**src/rtl/dsp_wb_arbiter.sv**
```systemverilog
// dsp_wb_arbiter: merges ALU and MAC result streams into a single register-file write port.
// Each source has its own small FIFO. Every cycle at most one head entry is popped, with
// round-robin priority when both FIFOs hold data. Writes to r0 are dropped. The output
// port (we/rw/wdata) is registered.
//
// Ports:
//   clk, rst                       clock, asynchronous active-high reset
//   alu_valid/alu_rd/alu_data      ALU result offer; alu_ready high when its FIFO has room
//   mac_valid/mac_rd/mac_data      MAC result offer; mac_ready high when its FIFO has room
//   we, rw, wdata                  registered register-file write port
//   pending                        per-register flag: a queued or issued write targets it
module dsp_wb_arbiter #(
  parameter int unsigned FIFO_DEPTH = 2
) (
  input  logic        clk,
  input  logic        rst,
  input  logic        alu_valid,
  input  logic [3:0]  alu_rd,
  input  logic [31:0] alu_data,
  output logic        alu_ready,
  input  logic        mac_valid,
  input  logic [3:0]  mac_rd,
  input  logic [31:0] mac_data,
  output logic        mac_ready,
  output logic        we,
  output logic [3:0]  rw,
  output logic [31:0] wdata,
  output logic [15:0] pending
);

  localparam int unsigned PtrW = $clog2(FIFO_DEPTH);
  localparam int unsigned CntW = PtrW + 1;

  // Channel 0 is the ALU, channel 1 is the MAC.
  logic [3:0]      rd_mem   [2][FIFO_DEPTH];
  logic [31:0]     data_mem [2][FIFO_DEPTH];
  logic [PtrW-1:0] wptr_q   [2];
  logic [PtrW-1:0] rptr_q   [2];
  logic [CntW-1:0] cnt_q    [2];
  logic            last_mac_q;  // 1 when the most recent pop came from the MAC FIFO

  logic [1:0]      ready;
  logic [1:0]      not_empty;
  logic [1:0]      push;
  logic [1:0]      pop;
  logic [3:0]      head_rd;
  logic [31:0]     head_data;
  logic [PtrW-1:0] idx;

  always_comb begin
    for (int c = 0; c < 2; c++) begin
      ready[c]     = cnt_q[c] < CntW'(FIFO_DEPTH);
      not_empty[c] = cnt_q[c] != '0;
    end
    // A full FIFO refuses a push even if it pops on the same edge.
    push[0] = alu_valid & ready[0];
    push[1] = mac_valid & ready[1];
    // ALU wins when alone, or on contention when the MAC was granted last.
    pop[0] = not_empty[0] & (~not_empty[1] | last_mac_q);
    pop[1] = not_empty[1] & ~pop[0];
    head_rd   = pop[1] ? rd_mem[1][rptr_q[1]]   : rd_mem[0][rptr_q[0]];
    head_data = pop[1] ? data_mem[1][rptr_q[1]] : data_mem[0][rptr_q[0]];
  end

  assign alu_ready = ready[0];
  assign mac_ready = ready[1];

  // Storage needs no reset: occupancy alone decides which entries are live.
  always_ff @(posedge clk) begin
    if (push[0]) begin
      rd_mem[0][wptr_q[0]]   <= alu_rd;
      data_mem[0][wptr_q[0]] <= alu_data;
    end
    if (push[1]) begin
      rd_mem[1][wptr_q[1]]   <= mac_rd;
      data_mem[1][wptr_q[1]] <= mac_data;
    end
  end

  always_ff @(posedge clk or posedge rst) begin
    if (rst) begin
      for (int c = 0; c < 2; c++) begin
        wptr_q[c] <= '0;
        rptr_q[c] <= '0;
        cnt_q[c]  <= '0;
      end
      last_mac_q <= 1'b1;
      we         <= 1'b0;
      rw         <= '0;
      wdata      <= '0;
    end else begin
      for (int c = 0; c < 2; c++) begin
        if (push[c]) wptr_q[c] <= wptr_q[c] + PtrW'(1);
        if (pop[c])  rptr_q[c] <= rptr_q[c] + PtrW'(1);
        if (push[c] && !pop[c]) begin
          cnt_q[c] <= cnt_q[c] + CntW'(1);
        end else if (!push[c] && pop[c]) begin
          cnt_q[c] <= cnt_q[c] - CntW'(1);
        end
      end
      if (pop != 2'b00) last_mac_q <= pop[1];
      we <= 1'b0;
      // Entries addressed to r0 are consumed but never written; rw/wdata hold.
      if (pop != 2'b00 && head_rd != 4'd0) begin
        we    <= 1'b1;
        rw    <= head_rd;
        wdata <= head_data;
      end
    end
  end

  // Walk the live window of each FIFO plus the issued write.
  always_comb begin
    pending = '0;
    idx     = '0;
    for (int c = 0; c < 2; c++) begin
      for (int unsigned j = 0; j < FIFO_DEPTH; j++) begin
        idx = rptr_q[c] + PtrW'(j);
        if (CntW'(j) < cnt_q[c]) pending[rd_mem[c][idx]] = 1'b1;
      end
    end
    if (we) pending[rw] = 1'b1;
    pending[0] = 1'b0;
  end

endmodule

```
**config.mk**
```make
export PLATFORM = sky130hd
export DESIGN_NAME = dsp_wb_arbiter
export DESIGN_NICKNAME = d
export VERILOG_FILES = /design/src/rtl/dsp_wb_arbiter.sv
export SDC_FILE = /design/constraint.sdc
export NUM_CORES = 1
export LEC_CHECK = 0
export BUFFER_PORTS_ARGS = -buffer_cell sky130_fd_sc_hd__buf_4
export CORE_AREA = 8 8 137 139
export DETAILED_ROUTE_END_ITERATION = 12
export DIE_AREA = 0 0 145 147
export PLACE_DENSITY = 0.78
export SYNTH_ARGS = -nofsm -noshare
export SYNTH_HDL_FRONTEND = slang
export SYNTH_SLANG_ARGS = --single-unit
```
**constraint.sdc**
```tcl
create_clock -name clk -period 3.6 [get_ports clk]
set_input_delay 0.54 -clock clk [delete_from_list [all_inputs] [get_ports clk]]
set_output_delay 0.54 -clock clk [all_outputs]
set_load 0.01 [all_outputs]
```
======== Yosys cells after proc, flatten, opt, wreduce, memory -nomap -nowiden ========
Memories as Yosys holds them, arrays and structs flattened.
Cells that the tools add are included.
W data, S select, Z words.
word-level totals
  flip-flop bits (word level) ............. 46
  output and inout bits ................... 55
  memory bits (writable) .................. 144
  word-level logic and storage cells ...... 137
  memories kept ........................... 2
  input bits .............................. 76
operators by class
  mux-type cells .......................... 54
  $lt $le $gt $ge ......................... 24
  bitwise gates (word level) .............. 17
  add/subtract/negate cells ............... 8
  reduce and logical (&&, ||, !) cells .... 22
memories
  name      words  bits a word  read ports  clocked after memory_dff  wr ports  line  source
  data_mem  2      64           2           0                         2         36    logic [31:0] data_mem [2][FIFO_DEPTH];
  rd_mem    2      8            2           0                         2         35    logic [3:0] rd_mem [2][FIFO_DEPTH];
operators by type and width
  operator               count
  $mux W32               9
  $mux W64               2
  $mux W16               5
  $demux W32 S1          2
  $or A16 B16 Y16        4
  $mux W4                15
  $lt A4 B5 Y1 const B   5
  $demux W1 S4           5
  $ge A4 B1 Y1 const B   5
  $mux W8                2
  $ge A2 B2 Y1 const B   6
  $logic_and A1 B1 Y1    12
  $not A1 Y2             6
  $reduce_bool A2 Y1     5
  $demux W4 S1           2
  $lt A1 B2 Y1 const A   4
  $mux W1                8
  $mux W2                4
  $add A1 B1 Y1 const B  4
  $add A2 B1 Y2 const B  2
  $and A1 B1 Y1          4
  $logic_not A1 Y1       4
  $lt A2 B1 Y1 const B   2
  $lt A2 B2 Y1 const B   2
  other kinds (4)        6

======== Longest topological paths before layout ========
  depth after elaboration ................. 17
  mapped depth ............................ 9
  gate-level depth less buffers ........... 7

======== Worst setup path before layout ========
No wires, ideal clock.
  path kind ............................... input to register
  start point ............................. input mac_valid
  end point ............................... memory data_mem[0][100] (netlist name) (enable)
  cell stages on the path ................. 2
  library setup time ...................... 0.434 ns
  path slack .............................. 0.725 ns
  data arrival time ....................... 2.442 ns
  buffers on the path ..................... 0
  required time ........................... 3.166 ns
  path through ............................ nor2b_1 > nor2b_1
RTL lines
  item             line  source
  start, declared  21    input logic mac_valid,
  end, declared    36

======== Worst setup path in the final report ========
  start point ............................. register cnt_q[1] (netlist name)
  end point ............................... output pending[12]
between the ends
  longest elaborated chain between the ends .. 6
  elaborated cells on any way between the ends .. 7
  classes of those cells .................. 2 x order compare; 3 x mux; 2 x bitwise
RTL lines
  item                              line  source
  start, declared                   39    logic [CntW-1:0] cnt_q [2];
  start signal, assigned by index   96    cnt_q[c] <= cnt_q[c] + CntW'(1);
  start signal, assigned by index   98    cnt_q[c] <= cnt_q[c] - CntW'(1);
  $lt A1 B2 Y1                      119   if (CntW'(j) < cnt_q[c]) pending[rd_mem[c][idx]] = 1'b1;
  $mux W16                          119
  $or A16 B16 Y16 (no source line)  n/a
  $mux W16 *                        119
  $or A16 B16 Y16 (no source line)  n/a
  $mux W16 *                        122   if (we) pending[rw] = 1'b1;
  end, declared                     28    output logic [15:0] pending
Mark *: on every way between the ends. The rest lies on a longest branch, timed or not.

==> metrics.txt <==
Post-Layout Cell Count=926; # IOs=about 130; Mapped Cells=565; Clock Skew=0.00859 ns; htree depth=4; Max stage delay on crit path=0.43 ns; TritonCTS Buffers=17; switching share of power=around 35%; gpl congestion=0.864; placed cell areas=a little under 10000 sq um; IO Port Bufs=approximately 130; Clock Latency Late Sink=0.42 ns; pin count of the biggest net entering global routing=39; fin area=10300 sq um; Starting Density=51.1%; Mapped Area=8560 sq um; sequential share of the synthesized area=64.0%; total congestion overflow=0; Power Total=9710 uW; fin crit period=~3 ns; most used flip-flop cell after synthesis=edfxtp_1; hold_ws=0.302 ns; R2R setup slack=between 0.8 and 0.9 ns; CTS Buffer Depth=2; DR vias/cell=5.74; CP max stage cell=a222oi_1; Cell Rows=48; top cell type's share of synthesized area=50.5%; net switching power=3430 uW; DR vias=5312; GR Util All Layers=18.2%; fmax=327 MHz; RSZ-0062 raised after global routing=no; final net count=770; CTS tree=built; register bit total from synthesis=between 150 and 200; Flop pwr share=36.6%; routed length per placed instance=21.2 microns; Top Layer Used=met4; R2R Path End=wdata[9]$_DFFE_PP0P_; wire length on met2=9750 microns; Die Wd=145 microns; Worst slew margin=31.6%; Clock Sinks=190; post-synth net total=roughly 650; Antenna Nets Post-Route=0; Startpoint Class=register; Final Hold Viols=0; Metal-1 WL=around 8500 microns; Pint=6280 uW; synth unique cells=45; CP endpoint kind=output pin; Hold Path Class=in -> reg; Setup TNS Final=0 ns; Die Y=about 150 microns; final worst-path cycle share=84.9%; Core Footprint=16800 sq um; initial antenna violation count=0; Critical Path RT=3.06 ns; Max-cap violations=0; Max FO, Critical Path=9; Worst-path clk slew=0.07 ns; crit path DAT=approximately 2.5 ns; worst slew pin tran=1.03 ns; routed length on met3=1060 microns; outcome=finished, final reports clean; Fillers=1265; combinational power share=about 44%; FFs w/ async S/R, synth=between 20 and 25%; crit path to=pending[12]; Synth-to-Final Area Change=20.0%; Crit Path Class=reg -> out; EDFF count, synth=144; leakage dissipation=approximately 0.0042 uW; post-DP HPWL=roughly 13000 microns; Clk pwr share=19.4%; critical path, cell by cell=inv_1, ha_1, nor2_1, a22o_1, a222oi_1, nand3_1, buf_4; vias in the first global route=between 5000 and 6000; cell total after placement=894; first-pass GRT wire length=30400 microns; Pwr Density=945 nW/um^2; DRT Wirelength=roughly 20000 microns; Crit. Startpoint=cnt_q[1]$_DFFE_PP0P_; yosys warns=0; final setup fails=0; R2R depth=6; Syn Area/Cell=15.2 sq um; CTS root buf=clkbuf_16; reg-to-reg startpoint=cnt_q[1]$_DFFE_PP0P_; post-CTS setup-driven buffer insertion count=0; # DRC=0; Initial DRT Pass Iterations=6; cts repair resizes=0; fin. max-slew vios=0; leading cell types by total area after synthesis=edfxtp_1 51%, mux2i_1 13%, dfrtp_1 13%; DIE AREA=21300 sq um; Max VDD drop=0.472 mV; cts hold-fix bufs=0; ANT cells=0; leading area contributor after synthesis=edfxtp_1; layout cells sized above 1=31.8%; DR iter-0 viols=338
[placed cells by master, fill, tap and decap left out, types with 3 or more instances in the layout]
master and count:
edfxtp_1 144, buf_4 137, mux2i_1 114, dfrtp_1 43, mux2_4 27, nand2_1 23, nand3_1 17, clkbuf_16 17
nor2_1 13, a21oi_1 13, nand3b_1 13, nand2b_1 12, mux2_2 12, o21ai_0 11, a222oi_1 10, nor3_1 8
a22oi_1 8, inv_1 6, ha_1 6, nor2b_1 5, or3b_2 5, inv_6 5, clkinvlp_4 5, xor2_1 4
xnor2_1 4, nor3b_1 3, a32oi_1 3
[cell usage after synthesis (all sizes together) (3+ instances only)]
cell type,count
nor3,8
nor2,13
mux2i,114
nand2b,13
o21ai,11
or3b,5
nand3b,13
nand2,23
edfxtp,144
inv,7
a32oi,3
ha,6
buf,23
clkbuf,10
mux2,39
dfrtp,45
nor3b,3
a222oi,10
a21oi,13
nor2b,7
a22oi,8
xor2,4
xnor2,4
nand3,17
[stage by stage]
| step | utilization, % | setup WS (ns) |
|---|---|---|
| 6_report | 61.3 | 0.545 |
| 5_1_grt | 61.3 | 0.429 |
| 4_1_cts | 61.3 | 0.564 |
| 3_5_place_dp | 57.8 | 0.892 |
| 3_3_place_gp | 57.8 | 0.963 |
| 2_1_floorplan | - | 0.725 |
[cell families (layout without fill, tap and decap cells)]
group / Yosys count / count (layout) / share of synthesized area [%]
xor gates and xnor gates: 8 / 8 / 0.818
adders and majority gates: 6 / 6 / 0.877
buffers and inverters: 40 / 176 / 2.85
muxes: 153 / 153 / 19.6
AOI/OAI and AO/OA: 53 / 53 / 4.37
and+or+nand+nor: 114 / 114 / 7.44
DFF: 190 / 190 / 64.0
other: 1 / 1 / 0.0438
[critical path: cells and delay by family (launching register included)]
| family | cells | cell delay [ns] |
|---|---|---|
| buffers and inverters | 2 | 0.32 |
| DFF | 1 | 0.41 |
| and+or+nand+nor | 2 | 0.28 |
| AOI/OAI and AO/OA | 2 | 0.73 |
| adders and majority gates | 1 | 0.36 |
[state kept, by name, indices dropped and copies added (netlist names)]
signal,flops
data_mem,128
wdata,32
rd_mem,16
cnt_q,4
rw,4
rptr_q,2
wptr_q,2
last_mac_q,1
we,1
[layer usage]
layer / vias to the layer above / global-route usage, %
met5: - / 0
met1: 2686 / 22.7
li1: 2398 / -
met3: 22 / 4.28
met4: 0 / 5.26
met2: 206 / 31.0
[cell type report]
cell class	instances	area (sq um)	share of cell area (%)
Timing Repair Buffer	137	1030	10.0
Inverter	7	26.3	0.256
Multi-Input combinational cell	335	2860	27.8
Sequential cell	190	5480	53.3
Clock inverter	13	153	1.49
Clock buffer	19	443	4.31
Tap cell	225	282	2.74
[power groups by stage]
stage	Combinational [uW]	Sequential [uW]	Clock (uW)
after floorplan	3230	3430	0
after global placement	4180	3540	0
after detailed placement	4280	3580	0
after CTS	4320	3550	1900
after global routing	4580	3620	1990
final	4270	3560	1880
[worst min-delay path by stage]
stage,startpoint,depth (start not counted),to
2_1_floorplan,wptr_q[0]$_DFFE_PP0P_,1,wptr_q[0]$_DFFE_PP0P_
3_3_place_gp,last_mac_q$_DFFE_PP1P_,2,last_mac_q$_DFFE_PP1P_
3_5_place_dp,last_mac_q$_DFFE_PP1P_,2,last_mac_q$_DFFE_PP1P_
4_1_cts,alu_data[6],1,data_mem[0][38]$_DFFE_PP_
5_1_grt,alu_data[6],1,data_mem[0][6]$_DFFE_PP_
6_report,alu_data[6],1,data_mem[0][38]$_DFFE_PP_
(Power assumes the default switching activity.)
